==> config.mk <==
export PLATFORM = sky130hd
export DESIGN_NAME = fetch_pc_unit
export DESIGN_NICKNAME = d
export VERILOG_FILES = /design/src/rtl/fetch_pc_unit_pkg.sv /design/src/rtl/fetch_pc_unit_redirect_arb.sv /design/src/rtl/fetch_pc_unit.sv
export SDC_FILE = /design/constraint.sdc
export NUM_CORES = 1
export LEC_CHECK = 0
export BUFFER_PORTS_ARGS = -buffer_cell sky130_fd_sc_hd__buf_4
export CORE_MARGIN = 5
export CORE_UTILIZATION = 35
export CTS_CLUSTER_SIZE = 30
export DETAILED_ROUTE_END_ITERATION = 16
export PLACE_DENSITY = 0.62
export SYNTH_ARGS = -nofsm -noshare
export SYNTH_HDL_FRONTEND = slang
export SYNTH_HIERARCHICAL = 1
export SYNTH_SLANG_ARGS = --single-unit
==> constraint.sdc <==
create_clock -name clk -period 2.4 [get_ports clk]
set_clock_uncertainty 0.2 [all_clocks]
set_input_delay 0.36 -clock clk [delete_from_list [all_inputs] [get_ports clk]]
set_output_delay 0.36 -clock clk [all_outputs]
set_load 0.02 [all_outputs]
==> src/rtl/fetch_pc_unit_pkg.sv <==
// fetch_pkg: shared types and default vectors for the fetch PC unit.
//   fetch_state_t   - fetch FSM state encoding
//   DEF_RESET_ADDR  - default PC after reset
//   DEF_EXCEPT_ADDR - default exception vector
package fetch_pkg;

    typedef enum logic [1:0] {
        S_BOOT = 2'd0,
        S_REQ  = 2'd1,
        S_WAIT = 2'd2,
        S_HOLD = 2'd3
    } fetch_state_t;

    localparam logic [31:0] DEF_RESET_ADDR  = 32'hbfc00000;
    localparam logic [31:0] DEF_EXCEPT_ADDR = 32'hbfc00380;

endpackage

==> src/rtl/fetch_pc_unit_redirect_arb.sv <==
// pc_redirect_arb: combinational redirect priority, ex > eret > br > j.
// Ports:
//   ex_flush, eret_flush, epc              - flush requests and eret target
//   br_taken, br_target                    - branch redirect
//   j_taken, jsrc, jr_target, j_target     - jump redirect and source select
//   flush, flush_tgt                       - resolved flush and its target
//   br_hit, br_tgt_sel                     - branch/jump accepted (no flush) and its target
module pc_redirect_arb
    import fetch_pkg::*;
#(
    parameter int unsigned          ADDR_W      = 32,
    parameter logic [ADDR_W-1:0]    EXCEPT_ADDR = ADDR_W'(DEF_EXCEPT_ADDR)
) (
    input  logic              ex_flush,
    input  logic              eret_flush,
    input  logic [ADDR_W-1:0] epc,
    input  logic              br_taken,
    input  logic [ADDR_W-1:0] br_target,
    input  logic              j_taken,
    input  logic              jsrc,
    input  logic [ADDR_W-1:0] jr_target,
    input  logic [ADDR_W-1:0] j_target,
    output logic              flush,
    output logic [ADDR_W-1:0] flush_tgt,
    output logic              br_hit,
    output logic [ADDR_W-1:0] br_tgt_sel
);

    always_comb begin
        flush      = ex_flush | eret_flush;
        flush_tgt  = ex_flush ? EXCEPT_ADDR : epc;
        // A branch/jump coincident with a flush belongs to a squashed instruction.
        br_hit     = ~flush & (br_taken | j_taken);
        br_tgt_sel = br_taken ? br_target : (jsrc ? jr_target : j_target);
    end

endmodule

==> src/rtl/fetch_pc_unit.sv <==
// fetch_pc_unit: fetch stage owning the PC. Issues one fetch at a time over a
// req/addr_ok/data_ok handshake and presents instructions to decode with
// valid/allowin. Handles flush redirects (exception, eret) and delayed
// branch/jump redirects, cancelling in-flight fetches when needed.
// Ports:
//   clk, resetn                      - clock, async active-low reset
//   ex_flush, eret_flush, epc        - flush redirect inputs
//   br_taken, br_target              - branch redirect
//   j_taken, jsrc, jr_target, j_target - jump redirect
//   inst_req, inst_addr              - fetch request/address
//   inst_addr_ok, inst_data_ok, inst_rdata - memory responses
//   ds_allowin                       - decode ready
//   fs_valid, fs_pc, fs_inst         - presented instruction
//   fs_adel                          - fetch address misaligned
//   fs_abnormal                      - first instruction after a flush
module fetch_pc_unit
    import fetch_pkg::*;
#(
    parameter int unsigned       ADDR_W      = 32,
    parameter logic [ADDR_W-1:0] RESET_ADDR  = ADDR_W'(DEF_RESET_ADDR),
    parameter logic [ADDR_W-1:0] EXCEPT_ADDR = ADDR_W'(DEF_EXCEPT_ADDR),
    parameter int unsigned       INST_W      = 32
) (
    input  logic              clk,
    input  logic              resetn,
    input  logic              ex_flush,
    input  logic              eret_flush,
    input  logic [ADDR_W-1:0] epc,
    input  logic              br_taken,
    input  logic [ADDR_W-1:0] br_target,
    input  logic              j_taken,
    input  logic              jsrc,
    input  logic [ADDR_W-1:0] jr_target,
    input  logic [ADDR_W-1:0] j_target,
    output logic              inst_req,
    output logic [ADDR_W-1:0] inst_addr,
    input  logic              inst_addr_ok,
    input  logic              inst_data_ok,
    input  logic [INST_W-1:0] inst_rdata,
    input  logic              ds_allowin,
    output logic              fs_valid,
    output logic [ADDR_W-1:0] fs_pc,
    output logic [INST_W-1:0] fs_inst,
    output logic              fs_adel,
    output logic              fs_abnormal
);

    fetch_state_t      state;
    logic [ADDR_W-1:0] pc;
    logic [ADDR_W-1:0] br_tgt;
    logic [ADDR_W-1:0] cancel_tgt;
    logic              br_pend;
    logic              cancel;

    logic              flush;
    logic [ADDR_W-1:0] flush_tgt;
    logic              br_hit;
    logic [ADDR_W-1:0] br_tgt_sel;
    logic              pc_aligned;
    logic [ADDR_W-1:0] next_pc;

    pc_redirect_arb #(
        .ADDR_W      (ADDR_W),
        .EXCEPT_ADDR (EXCEPT_ADDR)
    ) u_arb (
        .ex_flush   (ex_flush),
        .eret_flush (eret_flush),
        .epc        (epc),
        .br_taken   (br_taken),
        .br_target  (br_target),
        .j_taken    (j_taken),
        .jsrc       (jsrc),
        .jr_target  (jr_target),
        .j_target   (j_target),
        .flush      (flush),
        .flush_tgt  (flush_tgt),
        .br_hit     (br_hit),
        .br_tgt_sel (br_tgt_sel)
    );

    assign pc_aligned = (pc[1:0] == 2'b00);
    assign inst_req   = (state == S_REQ) && pc_aligned;
    assign inst_addr  = pc;
    assign fs_valid   = (state == S_HOLD) && !flush;

    // A branch arriving during the handoff of its delay slot redirects immediately.
    always_comb begin
        next_pc = pc + ADDR_W'(4);
        if (br_hit)
            next_pc = br_tgt_sel;
        else if (br_pend)
            next_pc = br_tgt;
    end

    always_ff @(posedge clk or negedge resetn) begin
        if (!resetn) begin
            state       <= S_BOOT;
            pc          <= RESET_ADDR;
            br_tgt      <= '0;
            cancel_tgt  <= '0;
            br_pend     <= 1'b0;
            cancel      <= 1'b0;
            fs_pc       <= '0;
            fs_inst     <= '0;
            fs_adel     <= 1'b0;
            fs_abnormal <= 1'b0;
        end else begin
            // Branch latch first; flush and handoff below override br_pend.
            if (br_hit) begin
                br_pend <= 1'b1;
                br_tgt  <= br_tgt_sel;
            end
            if (flush) begin
                br_pend     <= 1'b0;
                fs_abnormal <= 1'b1;
            end

            case (state)
                S_BOOT: state <= S_REQ;

                S_REQ: begin
                    if (!pc_aligned) begin
                        // Nothing is on the bus, so a flush simply retargets.
                        if (flush) begin
                            pc <= flush_tgt;
                        end else begin
                            fs_pc   <= pc;
                            fs_inst <= '0;
                            fs_adel <= 1'b1;
                            state   <= S_HOLD;
                        end
                    end else begin
                        // The request must complete unchanged; remember to drop its data.
                        if (flush) begin
                            cancel     <= 1'b1;
                            cancel_tgt <= flush_tgt;
                        end
                        if (inst_addr_ok)
                            state <= S_WAIT;
                    end
                end

                S_WAIT: begin
                    if (inst_data_ok) begin
                        if (cancel || flush) begin
                            pc     <= flush ? flush_tgt : cancel_tgt;
                            cancel <= 1'b0;
                            state  <= S_REQ;
                        end else begin
                            fs_pc   <= pc;
                            fs_inst <= inst_rdata;
                            fs_adel <= 1'b0;
                            state   <= S_HOLD;
                        end
                    end else if (flush) begin
                        cancel     <= 1'b1;
                        cancel_tgt <= flush_tgt;
                    end
                end

                S_HOLD: begin
                    if (flush) begin
                        pc      <= flush_tgt;
                        fs_adel <= 1'b0;
                        state   <= S_REQ;
                    end else if (ds_allowin) begin
                        pc          <= next_pc;
                        br_pend     <= 1'b0;
                        fs_adel     <= 1'b0;
                        fs_abnormal <= 1'b0;
                        state       <= S_REQ;
                    end
                end

                default: state <= S_BOOT;
            endcase
        end
    end

endmodule

# Word level (Yosys, flattened, before mapping)
# Index checks and enable logic that the tools add are counted.
# Widths: inputs -> output; s select.
[op_classes]
addsub = 1
n_mul = 0
div = 0
n_lt_le_gt_ge = 0
n_eq_ne = 15
shifts = 0
n_mux = 55
bitwise_logic = 4
n_reduce_logical = 14
[op_table]
columns = ["operator", "n"]
rows = [
  ["$mux 32", 22],
  ["$pmux 32 s2", 3],
  ["$pmux 32 s3", 1],
  ["$add 32x3->32 const B", 1],
  ["$mux 1", 19],
  ["$ne 2x2->1 const B", 8],
  ["$mux 2", 7],
  ["$ne 3x3->1 const B", 4],
  ["$reduce_and 6->1", 2],
  ["$pmux 2 s4", 1],
  ["$reduce_and 3->1", 2],
  ["$reduce_and 5->1", 1],
  ["$eq 2x2->1 const B", 2],
  ["$logic_not 2->1", 2],
  ["$reduce_and 4->1", 1],
  ["$pmux 1 s3", 1],
  ["$reduce_bool 3->1", 1],
  ["$eq 2x1->1 const B", 1],
  ["$logic_and 1x1->1", 2],
  ["$or 1x1->1", 2],
  ["$pmux 1 s2", 1],
  ["$reduce_bool 2->1", 1],
  ["$and 1x1->1", 1],
  ["$logic_not 1->1", 1],
  ["2 further kinds", 2],
]
[word_totals]
reg_bits = 166
latch_bits = 0
ram_bits = 0
mem_bits_ro = 0
in_bits = 170
output_inout_bits = 100
word_cells = 99
mem_count = 0

# Longest topological paths before layout
# Gate-level depths: netlist of the first run.
[depth]
ltp_word = 8
depth_mapped = 10
mapped_depth_nobuf = 8

# Modules after synthesis
# The synthesis of the first run kept the hierarchy.
[modules_own_cells]
columns = ["module", "instances", "cells_per_inst", "area_each_um2", "seq_area_each_um2"]
rows = [
  ["fetch_pc_unit", 1, 929, 8573.2, 4165.2],
  ["pc_redirect_arb", 1, 145, 948.4, 0.0],
]

# Worst setup path after synthesis of the first run
# Ideal clock, no wire load.
[synth_timing]
path_type = "in2reg"
start = "in ex_flush"
end = "reg br_tgt[10]"
setup_ps = 125
t_arrival_ps = 2310
t_required_ps = 2075
setup_slack_ps = -235
path_stages = 7
path_buffers = 4
cell_sequence = "or2_2 -> nor2_1 -> buf_2 -> buf_1 -> clkbuf_1 -> buf_1 -> mux2_2"
[synth_via]
elab_chain_len = 3
[synth_lines]
columns = ["element", "line_no", "text"]
rows = [
  ["start: declaration", "fetch_pc_unit.sv:26", "input logic ex_flush,"],
  ["$or 1x1->1", "fetch_pc_unit_redirect_arb.sv:30", "flush = ex_flush | eret_flush;"],
  ["$not 1->1", "fetch_pc_unit_redirect_arb.sv:33", "br_hit = ~flush & (br_taken | j_taken);"],
  ["$and 1x1->1", "fetch_pc_unit_redirect_arb.sv:33", ""],
  ["named net br_hit", "fetch_pc_unit.sv:57", "logic br_hit;"],
  ["end signal: assignment", "fetch_pc_unit.sv:111", "br_tgt <= br_tgt_sel;"],
  ["end: declaration", "fetch_pc_unit.sv:50", "logic [ADDR_W-1:0] br_tgt;"],
]
# The timed path passes the listed nets, and every way through them passes these cells.
# A chain may end at the register's enable or synchronous reset.

# Worst setup path in the final report of the first run
[layout_timing]
start = "reg state[0]"
end = "reg pc[22] (netlist: inst_addr[22])"
[layout_via]
elab_chain_len = 3
word_cells_on_any_way = 11
classes_between = "eq/ne (8); mux (1); reduce/logical (2)"
[layout_lines]
columns = ["element", "line_no", "text"]
rows = [
  ["start: declaration", "fetch_pc_unit.sv:48", "fetch_state_t state;"],
  ["start signal: assignment", "fetch_pc_unit.sv:97", "state <= S_BOOT;"],
  ["start signal: assignment", "fetch_pc_unit.sv:119", "S_BOOT: state <= S_REQ;"],
  ["start signal: assignment", "fetch_pc_unit.sv:130", "state <= S_HOLD;"],
  ["$eq 2x2->1 or $eq 2x1->1 (tied branches)", "fetch_pc_unit.sv:118", "case (state)"],
  ["$ne 3x3->1 (no line) (tied with other cells)", "--", ""],
  ["$reduce_and 6->1 (no line)", "--", ""],
  ["end signal: assignment", "fetch_pc_unit.sv:125", "pc <= flush_tgt;"],
  ["end signal: assignment", "fetch_pc_unit.sv:146", "pc <= flush ? flush_tgt : cancel_tgt;"],
  ["end signal: assignment", "fetch_pc_unit.sv:163", "pc <= flush_tgt;"],
  ["end: declaration", "fetch_pc_unit.sv:49", "logic [ADDR_W-1:0] pc;"],
]
# Parallel ways exist; a longest one is shown, timed or not.

==> results of run 1 <==
## state kept, by name, indices dropped and copies added (netlist names), 2 cells and up
register	cells
inst_addr	32
cancel_tgt	32
fs_inst	32
br_tgt	32
state	2
fs_pc	32
## kinds of logic (layout without fill, tap and decap cells)
group | Yosys count | count (layout) | synth area share [%]
and+or+nand+nor | 450 | 450 | 21.68
DFF | 166 | 166 | 43.75
AOI/OAI and AO/OA | 242 | 242 | 17.42
muxes | 98 | 98 | 11.09
buffers and inverters | 109 | 497 | 5.033
xor gates and xnor gates | 4 | 4 | 0.3680
adders and majority gates | 5 | 5 | 0.6570
## cell type report
| type | count | area [um^2] | area share [%] |
|---|---|---|---|
| Timing Repair Buffer | 437 | 3536 | 25.56 |
| Inverter | 28 | 105.1 | 0.7598 |
| Sequential cell | 166 | 4168 | 30.13 |
| Clock buffer | 17 | 425.4 | 3.076 |
| Clock inverter | 15 | 235.2 | 1.701 |
| Multi-Input combinational cell | 799 | 4936 | 35.69 |
| Tap cell | 341 | 426.7 | 3.085 |
## power by group
group	internal, uW	leakage, uW	switching (uW)
sequential	3890	0.00207	708
clock	1880	0.000322	1310
combinational	3640	0.00429	4610
total	9410	0.00668	6630
## cell usage after synthesis, types with 9 or more instances
cell type | count | area share [%]
a21oi_1 | 20 | 1.1
a22oi_1 | 11 | 0.87
a31oi_1 | 9 | 0.59
and2b_1 | 14 | 1.1
buf_1 | 11 | 0.43
buf_2 | 11 | 0.58
clkbuf_1 | 55 | 2.2
dfrtp_1 | 157 | 41
dfstp_2 | 9 | 2.5
inv_1 | 27 | 1.1
mux2_2 | 60 | 7.1
mux2i_1 | 38 | 4.0
nand2_1 | 255 | 10
nand2b_1 | 10 | 0.66
nand3_1 | 51 | 2.7
nand4_1 | 10 | 0.66
nor2_1 | 34 | 1.3
nor2b_1 | 16 | 1.1
nor3_1 | 13 | 0.68
o21ai_0 | 57 | 3.0
o21ai_1 | 32 | 1.7
o22ai_1 | 16 | 1.1
or2_2 | 14 | 0.92
## tightest hold or removal path, stage by stage
cell and delay, ps:
buf_4 110, nand2_1 80, nand2_1 70, nand2_1 50
## through the flow
stage / cells / utilization (%) / hold slack (ps)
global route: 1803 / 51.47 / 84.19
finish: 1803 / 51.47 / 71.32
CTS: 1800 / 51.10 / 56.29
floorplan: 1074 / - / -135.6
global placement: 1734 / 47.37 / 114.1
detailed placement: 1734 / 47.37 / 111.0
## layout by cell type (no fill, tap or decap), types with 11 or more instances in the layout
| cell type | count |
|---|---|
| buf_4 | 388 |
| nand2_1 | 254 |
| dfrtp_1 | 155 |
| mux2_2 | 60 |
| o21ai_0 | 56 |
| nand3_1 | 51 |
| mux2i_1 | 38 |
| dlygate4sd3_1 | 34 |
| nor2_1 | 33 |
| o21ai_1 | 33 |
| inv_1 | 27 |
| a21oi_1 | 20 |
| clkbuf_16 | 18 |
| nor2b_1 | 16 |
| o22ai_1 | 16 |
| or2_2 | 14 |
| and2b_1 | 14 |
| nor3_1 | 12 |
| a22oi_1 | 11 |
| buf_12 | 11 |
## timing repair
action,in CTS,in global routing
resized for setup,0,17
hold buffers,34,0
setup buffers,0,2
setup endpoints to repair,0,71
hold endpoints to repair,68,0
## path summary, 6_finish.rpt
path / slack (ps) / endpoint / cells after the start / start
setup / recovery: 40 / inst_addr[22] / 8 / state[0]
hold / removal: 70 / fs_abnormal / 4 / ds_allowin
setup reg to reg: 40 / inst_addr[22] / 8 / state[0]
hold reg to reg: 270 / fs_inst[9] / 2 / fs_inst[9]
max in group asynchronous: 1090 / inst_addr[26] / 3 / resetn
min in group asynchronous: 210 / fs_pc[23] / 2 / resetn
## layer usage
layer,GRT usage (%),routed length [um]
met1,28.08,14300
met2,39.69,18070
met3,4.068,2109
met4,5.892,830
met5,0,0
==> run_results.csv, run 1 <==
group,metric,value,unit
sta,setup_slack,44.47,ps
global_routing,grt_pass1_vias,10040,
global_routing,track_usage,22.36,%
clock_network,cts_buffer_depth,2,
drt,drt-pass1-iter-count,5,
sta,period_needed,2356,ps
sta,worst_slew_margin_rel,62.05,%
synth,ys_ff_latch,166,
clock_network,cts_root_buf,"clkbuf_16",
status,status,"finished clean",
place,place_area,12730,um^2
synth,async_flop_share,100.0,%
min_path,hold_class,"input port to flop",
job,drv_cap,0,
synth,synth_edf_count,0,
cells_and_area,design_area,13830,um^2
global_routing,grt_pass1_wl,54.66,mm
worst_setup_path,cp_max_fo,9,
floorplanning,fp.dieH,174.9,um
clock_network,cts_tree,"yes",
place,hpwl,26.71,mm
cells_and_area,n_fill_cell,2565,
sta,setup_violations,0,
worst_setup_path,crit_path_start_kind,"flop",
cells_and_area,finalNetCount,1624,
synth,ys_types,68,
place,gp_congestion,0.9193,
worst_setup_path,cp_top_family,"compound AO/OA/AOI/OAI gates",
worst_setup_path,cp.required,2540,ps
floorplanning,fp.dieArea,30600,um^2
worst_setup_path,worstPathArrival,2490,ps
synth,syn_area,9522,um^2
global_routing,grt_antenna_before_repair,0,
clock_network,htreeDepth,4,
floorplanning,fp-row-count,60,
cells_and_area,diodes,0,
synth,synth-warning-count,6,
floorplanning,io-pin-count,270,
floorplanning,die_w,174.9,um
worst_setup_path,slowest_delay,470,ps
drt,drc,0,
sta,worstMarginPinSlew,568.1,ps
place,pre_cts_slack,-159.1,ps
worst_setup_path,path_cells,"ha_1 -> nand2_1 -> inv_1 -> a2111oi_4 -> nand2_2 -> buf_12 -> o41ai_1 -> a211oi_1",
cells_and_area,drive_gt1_share,37.00,%
synth,synth_area_per_cell,8.866,um^2
power,p_total,16040,uW
sta,rsz0062_at_grt,"yes",
drt,vias_per_cell,5.451,
synth,yosysSeqAreaShare,43.75,%
sta,final_hold_viol_count,0,
cells_and_area,area_growth,45.27,%
sta,fmax,424.5,MHz
synth,syn-num-nets,1249,
power,power_density,1160,nW/um^2
worst_setup_path,endpoint_kind,"flop",
synth,syn_inst,1074,
worst_setup_path,slowest_stage,"a2111oi_4",
global_routing,grt_max_degree,48,
drt,postRouteAntennaNets,0,
power,irDropWorstVdd,0.0006207,V
floorplanning,core-area,26880,um^2
global_routing,overflow,0,
drt,drt_iter0_markers,833,
clock_network,numClockSinks,166,
drt,wl,35.31,mm
clock_network,clk_transition_reported_paths,70,ps
worst_setup_path,path_buf_inv,2,
power,p_leak,0.006684,uW
drt,wl_per_cell,19.58,um
sta,finalCritPeriodShare,98.15,%
place,io_buffers,269,
clock_network,numCtsBuffers,17,
floorplanning,start_util,35.43,%
worst_setup_path,worstSetupPathType,"flop to flop",
synth,synth_ff_type,"dfrtp_1",
drt,via_count,9829,
sta,slew_viol_final,0,
clock_network,clkLatencyLatePin,440,ps
sta,final.setup.tns,0,ps
No activity file was read; power rests on OpenSTA's default activity.
==> run 2: changes to the inputs <==
ABC_CLOCK_PERIOD_IN_PS = 2400   (was not set)
CELL_PAD_IN_SITES_DETAIL_PLACEMENT = 0   (was not set)
CELL_PAD_IN_SITES_GLOBAL_PLACEMENT = 1   (was not set)
PLACE_DENSITY = 0.79   (was 0.62)
==> run 2 against run 1 <==
Via count down 0.93%; critical path depth unchanged; cell area down 0.53%; sequential cell count is the same; clock-buffer cell count is 1 higher; fmax is 0.13% higher; first-iteration DRC count is 0.60% lower; register-to-register slack is essentially flat; global-route usage rose by 0.43 points; combinational power grew 2%; worst hold slack got worse by 1.1 ps; utilization fell by 0.27 points; largest cell class unchanged; highest routed layer unchanged.
==> run_results.csv, run 2 (synthesis gave the netlist of run 1 again) <==
group,metric,value,unit
floorplanning,fp.dieArea,30600,um^2
worst_setup_path,slowest_stage,"a2111oi_4",
cells_and_area,finalNetCount,1615,
worst_setup_path,cp_max_fo,18,
global_routing,grt_antenna_before_repair,0,
power,power_density,1166,nW/um^2
worst_setup_path,worstSetupPathType,"flop to flop",
power,swShare,41.61,%
place,pre_cts_slack,-221.6,ps
drt,postRouteAntennaNets,0,
global_routing,grt_pass1_vias,9864,
sta,final_hold_viol_count,0,
floorplanning,fp-row-count,60,
place,place_area,12670,um^2
cells_and_area,n_fill_cell,2538,
floorplanning,core-area,26880,um^2
job,drv_cap,0,
cells_and_area,final_common_cell,"buf_4",
clock_network,cts_root_buf,"clkbuf_16",
worst_setup_path,cp.required,2560,ps
place,dp_cells,1723,
floorplanning,start_util,35.43,%
clock_network,cts_buffer_depth,2,
floorplanning,fp.dieH,174.9,um
drt,drt_iter0_markers,828,
clock_network,clk_transition_reported_paths,70,ps
floorplanning,die_w,174.9,um
drt,via_count,9738,
worst_setup_path,slowest_delay,430,ps
min_path,hold_class,"input port to flop",
worst_setup_path,worstPathArrival,2510,ps
place,io_buffers,269,
power,pwr-share-seq,28.7,%
cells_and_area,area_growth,44.49,%
cells_and_area,drive_gt1_share,36.48,%
drt,wl_per_cell,20.00,um
status,status,"finished clean",
global_routing,grt_pass1_wl,55.23,mm
sta,setup_slack,47.43,ps
cells_and_area,diodes,0,
drt,drc,0,
worst_setup_path,crit_path_start_kind,"flop",
global_routing,grt_max_degree,57,
worst_setup_path,crit_start,"state[0]",
worst_setup_path,r2r-start,"state[0]",
power,irDropWorstVdd,0.0006900,V
clock_network,numClockSinks,166,
power,power.switching,6675,uW
sta,finalCritPeriodShare,98.02,%
clock_network,numCtsBuffers,17,
drt,vias_per_cell,5.428,
clock_network,clkLatencyLatePin,430,ps
sta,worstMarginPinSlew,861.4,ps
min_path,hold_path_startpoint,"epc[8]",
drt,wl,35.88,mm
cells_and_area,design_area,13760,um^2
power,pwr-share-clk,18.7,%
power,power.internal,9366,uW
drt,drt-pass1-iter-count,5,
power,p_leak,0.006641,uW
worst_setup_path,endpoint_kind,"flop",
cells_and_area,layout_common_cells,"buf_4, nand2_1, dfrtp_1",
sta,rsz0062_at_grt,"yes",
clock_network,htreeDepth,4,
global_routing,overflow,0,
place,hpwl,26.67,mm
cells_and_area,seqCellArea,4167,um^2
power,power.share.combinational,52.7,%
sta,fmax,425.1,MHz
place,gp_congestion,0.9215,
sta,setup_violations,0,
sta,period_needed,2353,ps
clock_network,cts_tree,"yes",
cells_and_area,multi_input_area,4930,um^2
sta,worst_slew_margin_rel,42.45,%
cells_and_area,instances_no_fill,1794,
floorplanning,io-pin-count,270,
worst_setup_path,path_cells,"inv_2 -> ha_2 -> nor2b_1 -> a2111oi_4 -> nand2_2 -> buf_12 -> buf_4 -> o32a_1",
global_routing,track_usage,22.79,%
sta,slew_viol_final,0,
## run 2: cell count changes in the layout (fill, tap and decap cells not counted), sizes merged
cell and delta:
buf -9, bufinv -2, clkinv +2, clkbuf +1, inv -1
## run 2: per-stage QoR
step | hold WS, ps | util (%) | TNS, ps | power, uW
2_1_floorplan | -135.6 | - | 0 | 8905
3_3_place_gp | 127.9 | 47.16 | -2852 | 12640
3_5_place_dp | 138.5 | 47.16 | -4546 | 12750
4_1_cts | 53.01 | 50.78 | 0 | 15830
5_1_grt | 71.41 | 51.19 | -138.6 | 16980
6_report | 70.25 | 51.19 | 0 | 16040
## run 2: per-layer routing
layer / track usage [%] / routed length [um] / up-vias
met1: 28.79 / 14620 / 4698
met5: 0 / 0 / -
met4: 6.841 / 843 / 0
met3: 4.695 / 2401 / 57
li1: - / - / 4576
met2: 39.41 / 18010 / 407
## run 2: timing repair
action / CTS / global route
hold buffers: 34 / 0
setup endpoints to repair: 2 / 86
endpoints found under the hold margin: 69 / 0
gates resized for setup: 1 / 11
pin swaps: 0 / 3
gates cloned: 0 / 1
setup buffers: 0 / 4
## run 2: final cells by class
cell class                 instances  share of cell area [%]
tap                              341                   3.101
sequential                       166                   30.28
clock inverter                    14                   1.373
timing repair buffer             428                   25.45
clock buffer                      18                   3.192
multi-input combinational        799                   35.83
inverter                          28                  0.7639
## run 2: worst paths after layout
kind,end,slack (ps),cells past startpoint
min,cancel_tgt[8],70,3
max,inst_addr[28],50,8
max reg2reg,inst_addr[28],50,8
min reg2reg,fs_inst[11],270,2
max in group asynchronous,inst_addr[22],1110,3
min in group asynchronous,fs_pc[26],230,2
## run 2: critical path, delay by kind of cell, from the launching register on
family | cells | cell delay [ps]
AO/OA/AOI/OAI | 2 | 770
buffers and inverters | 3 | 410
flip-flops | 1 | 400
AND/OR/NAND/NOR | 2 | 320
adder cells (fa/ha/maj) | 1 | 180
## run 2: power groups by stage
stage	Clock, uW	Combinational, uW	Sequential (uW)
CTS	3060	8190	4580
global placement	0	8040	4600
detailed placement	0	8120	4620
floorplan	0	3580	5320
finish	2990	8450	4600
global route	3160	9100	4720
==> run 3: changes to the inputs <==
==> constraint.sdc (replaced) <==
create_clock -name clk -period 2.4 [get_ports clk]
set_clock_uncertainty 0.2 [all_clocks]
set_input_delay 0.48 -clock clk [delete_from_list [all_inputs] [get_ports clk]]
set_output_delay 0.48 -clock clk [all_outputs]
set_load 0.02 [all_outputs]
==> run 3 against run 2 <==
Cell area down 1.8%; utilization is 0.93 points lower; routed wire length is 3.4% lower; non-clock buffer count decreased by 24; combinational power down 1%; critical endpoint is now fs_valid.
==> run_results.csv, run 3 (synthesis gave the netlist of run 1 again) <==
group,metric,value,unit
drt,vias_per_cell,5.389,
global_routing,grt_antenna_before_repair,0,
drt,wl_per_cell,19.58,um
drt,via_count,9538,
cells_and_area,finalNetCount,1591,
place,pre_cts_slack,-306.2,ps
power,power_density,1186,nW/um^2
cells_and_area,drive_gt1_share,37.51,%
place,io_buffers,269,
sta,fmax,424.2,MHz
floorplanning,core-area,26880,um^2
worst_setup_path,slowest_delay,370,ps
sta,worst_slew_margin_rel,43.92,%
global_routing,grt_pass1_vias,9607,
global_routing,overflow,0,
worst_setup_path,worstSetupPathType,"input port to output port",
sta,finalCritPeriodShare,98.23,%
sta,rsz0062_at_grt,"yes",
min_path,hold_class,"input port to flop",
clock_network,cts_root_buf,"clkbuf_16",
sta,setup_violations,0,
status,status,"finished clean",
worst_setup_path,crit_path_start_kind,"input port",
drt,wl,34.65,mm
sta,worstMarginPinSlew,839.5,ps
floorplanning,io-pin-count,270,
sta,period_needed,2357,ps
place,gp_congestion,0.9222,
worst_setup_path,path_cells,"buf_4 -> or2_2 -> inv_1 -> nand2_2 -> inv_1 -> buf_4 -> buf_4",
worst_setup_path,cp_max_fo,11,
clock_network,numClockSinks,166,
floorplanning,fp-row-count,60,
floorplanning,die_w,174.9,um
floorplanning,start_util,35.43,%
clock_network,cts_tree,"yes",
cells_and_area,multi_input_area,4935,um^2
clock_network,htreeDepth,4,
drt,drt_iter0_markers,779,
cells_and_area,area_growth,41.88,%
power,irDropWorstVdd,0.0007144,V
place,hpwl,26.01,mm
cells_and_area,diodes,0,
worst_setup_path,worstPathArrival,1680,ps
clock_network,clkLatencyLatePin,430,ps
clock_network,cts_buffer_depth,2,
job,drv_cap,0,
global_routing,grt_max_degree,67,
worst_setup_path,path_buf_inv,5,
power,p_leak,0.006543,uW
worst_setup_path,r2r_cells,8,
sta,slew_viol_final,0,
worst_setup_path,worst-path-stages,7,
sta,final_hold_viol_count,0,
worst_setup_path,slowest_stage,"or2_2",
cells_and_area,n_fill_cell,2574,
worst_setup_path,cp.required,1720,ps
global_routing,grt_pass1_wl,53.70,mm
drt,drc,0,
worst_setup_path,endpoint_kind,"output port",
drt,drt-pass1-iter-count,5,
drt,postRouteAntennaNets,0,
clock_network,clk_transition_reported_paths,70,ps
cells_and_area,layout_common_cells,"buf_4, nand2_1, dfrtp_1",
worst_setup_path,cp_top_family,"buffers and inverters",
clock_network,numCtsBuffers,17,
global_routing,track_usage,22.13,%
worst_setup_path,crit_top_cell,"buf_4",
cells_and_area,seqCellArea,4165,um^2
floorplanning,fp.dieH,174.9,um
floorplanning,fp.dieArea,30600,um^2
cells_and_area,final_common_cell,"buf_4",
sta,setup_slack,42.58,ps
power,p_total,16020,uW
min_path,hold_path_depth,3,
[run 3: cell count changes in the layout (fill, tap and decap cells not counted), sizes merged]
cell	change
bufinv	+2
buf	+10
clkbuf	+6
clkinv	-2
dlygate4sd3	-33
inv	-7
[run 3: report_power, final]
group          internal, uW  total [uW]  switching [uW]
Clock                  1940        3110            1170
Combinational          3720        8350            4630
Sequential             3890        4560             673
[run 3: worst paths after layout]
| kind | from | to | slack (ps) |
|---|---|---|---|
| min | inst_rdata[15] | fs_inst[15] | 70 |
| max in group asynchronous | resetn | fs_pc[1] | 1050 |
| max | ex_flush | fs_valid | 40 |
| min reg2reg | fs_inst[9] | fs_inst[9] | 270 |
| min in group asynchronous | resetn | fs_pc[26] | 200 |
| max reg2reg | state[0] | inst_addr[21] | 40 |
[run 3: area by class of cell]
class,instances,share of cell area [%]
Clock buffer,25,3.594
Clock inverter,7,1.232
Inverter,28,0.7780
Multi-Input combinational cell,799,36.53
Sequential cell,166,30.83
Tap cell,341,3.158
Timing Repair Buffer,404,23.88
[run 3: repair_timing]
action,CTS,global route
setup buffers,0,4
pin swaps,0,3
hold buffers,1,0
endpoints found under the hold margin,115,0
endpoints found under the setup margin,13,34
resized for setup,1,18
[run 3: metal layers]
metal	track usage, %	vias up	share of wire, %
li1	-	4527	-
met1	27.38	4598	40
met2	39.33	354	52
met3	4.305	59	5.7
met4	6.285	0	2.3
met5	0	-	0
[run 3: worst register-to-register path, stage by stage, from the launching register on]
cell and delay [ps]:
dfrtp_1 390, inv_2 60, ha_2 180, nor2b_2 170, a2111oi_4 420, nand2_2 200
buf_6 160, buf_4 120, a221o_1 340
[run 3: metrics by stage]
| stage | hold WS [ps] | TNS (ps) | instances | cell area, um^2 | util [%] |
|---|---|---|---|---|---|
| 2_1_floorplan | -15.59 | -62.51 | 1074 | 9533 | - |
| 3_3_place_gp | 79.52 | -8037 | 1733 | 12750 | 47.44 |
| 3_5_place_dp | 79.19 | -12950 | 1733 | 12750 | 47.44 |
| 4_1_cts | 56.93 | 0 | 1766 | 13420 | 49.92 |
| 5_1_grt | 50.39 | -84.39 | 1770 | 13510 | 50.27 |
| 6_report | 68.12 | 0 | 1770 | 13510 | 50.27 |
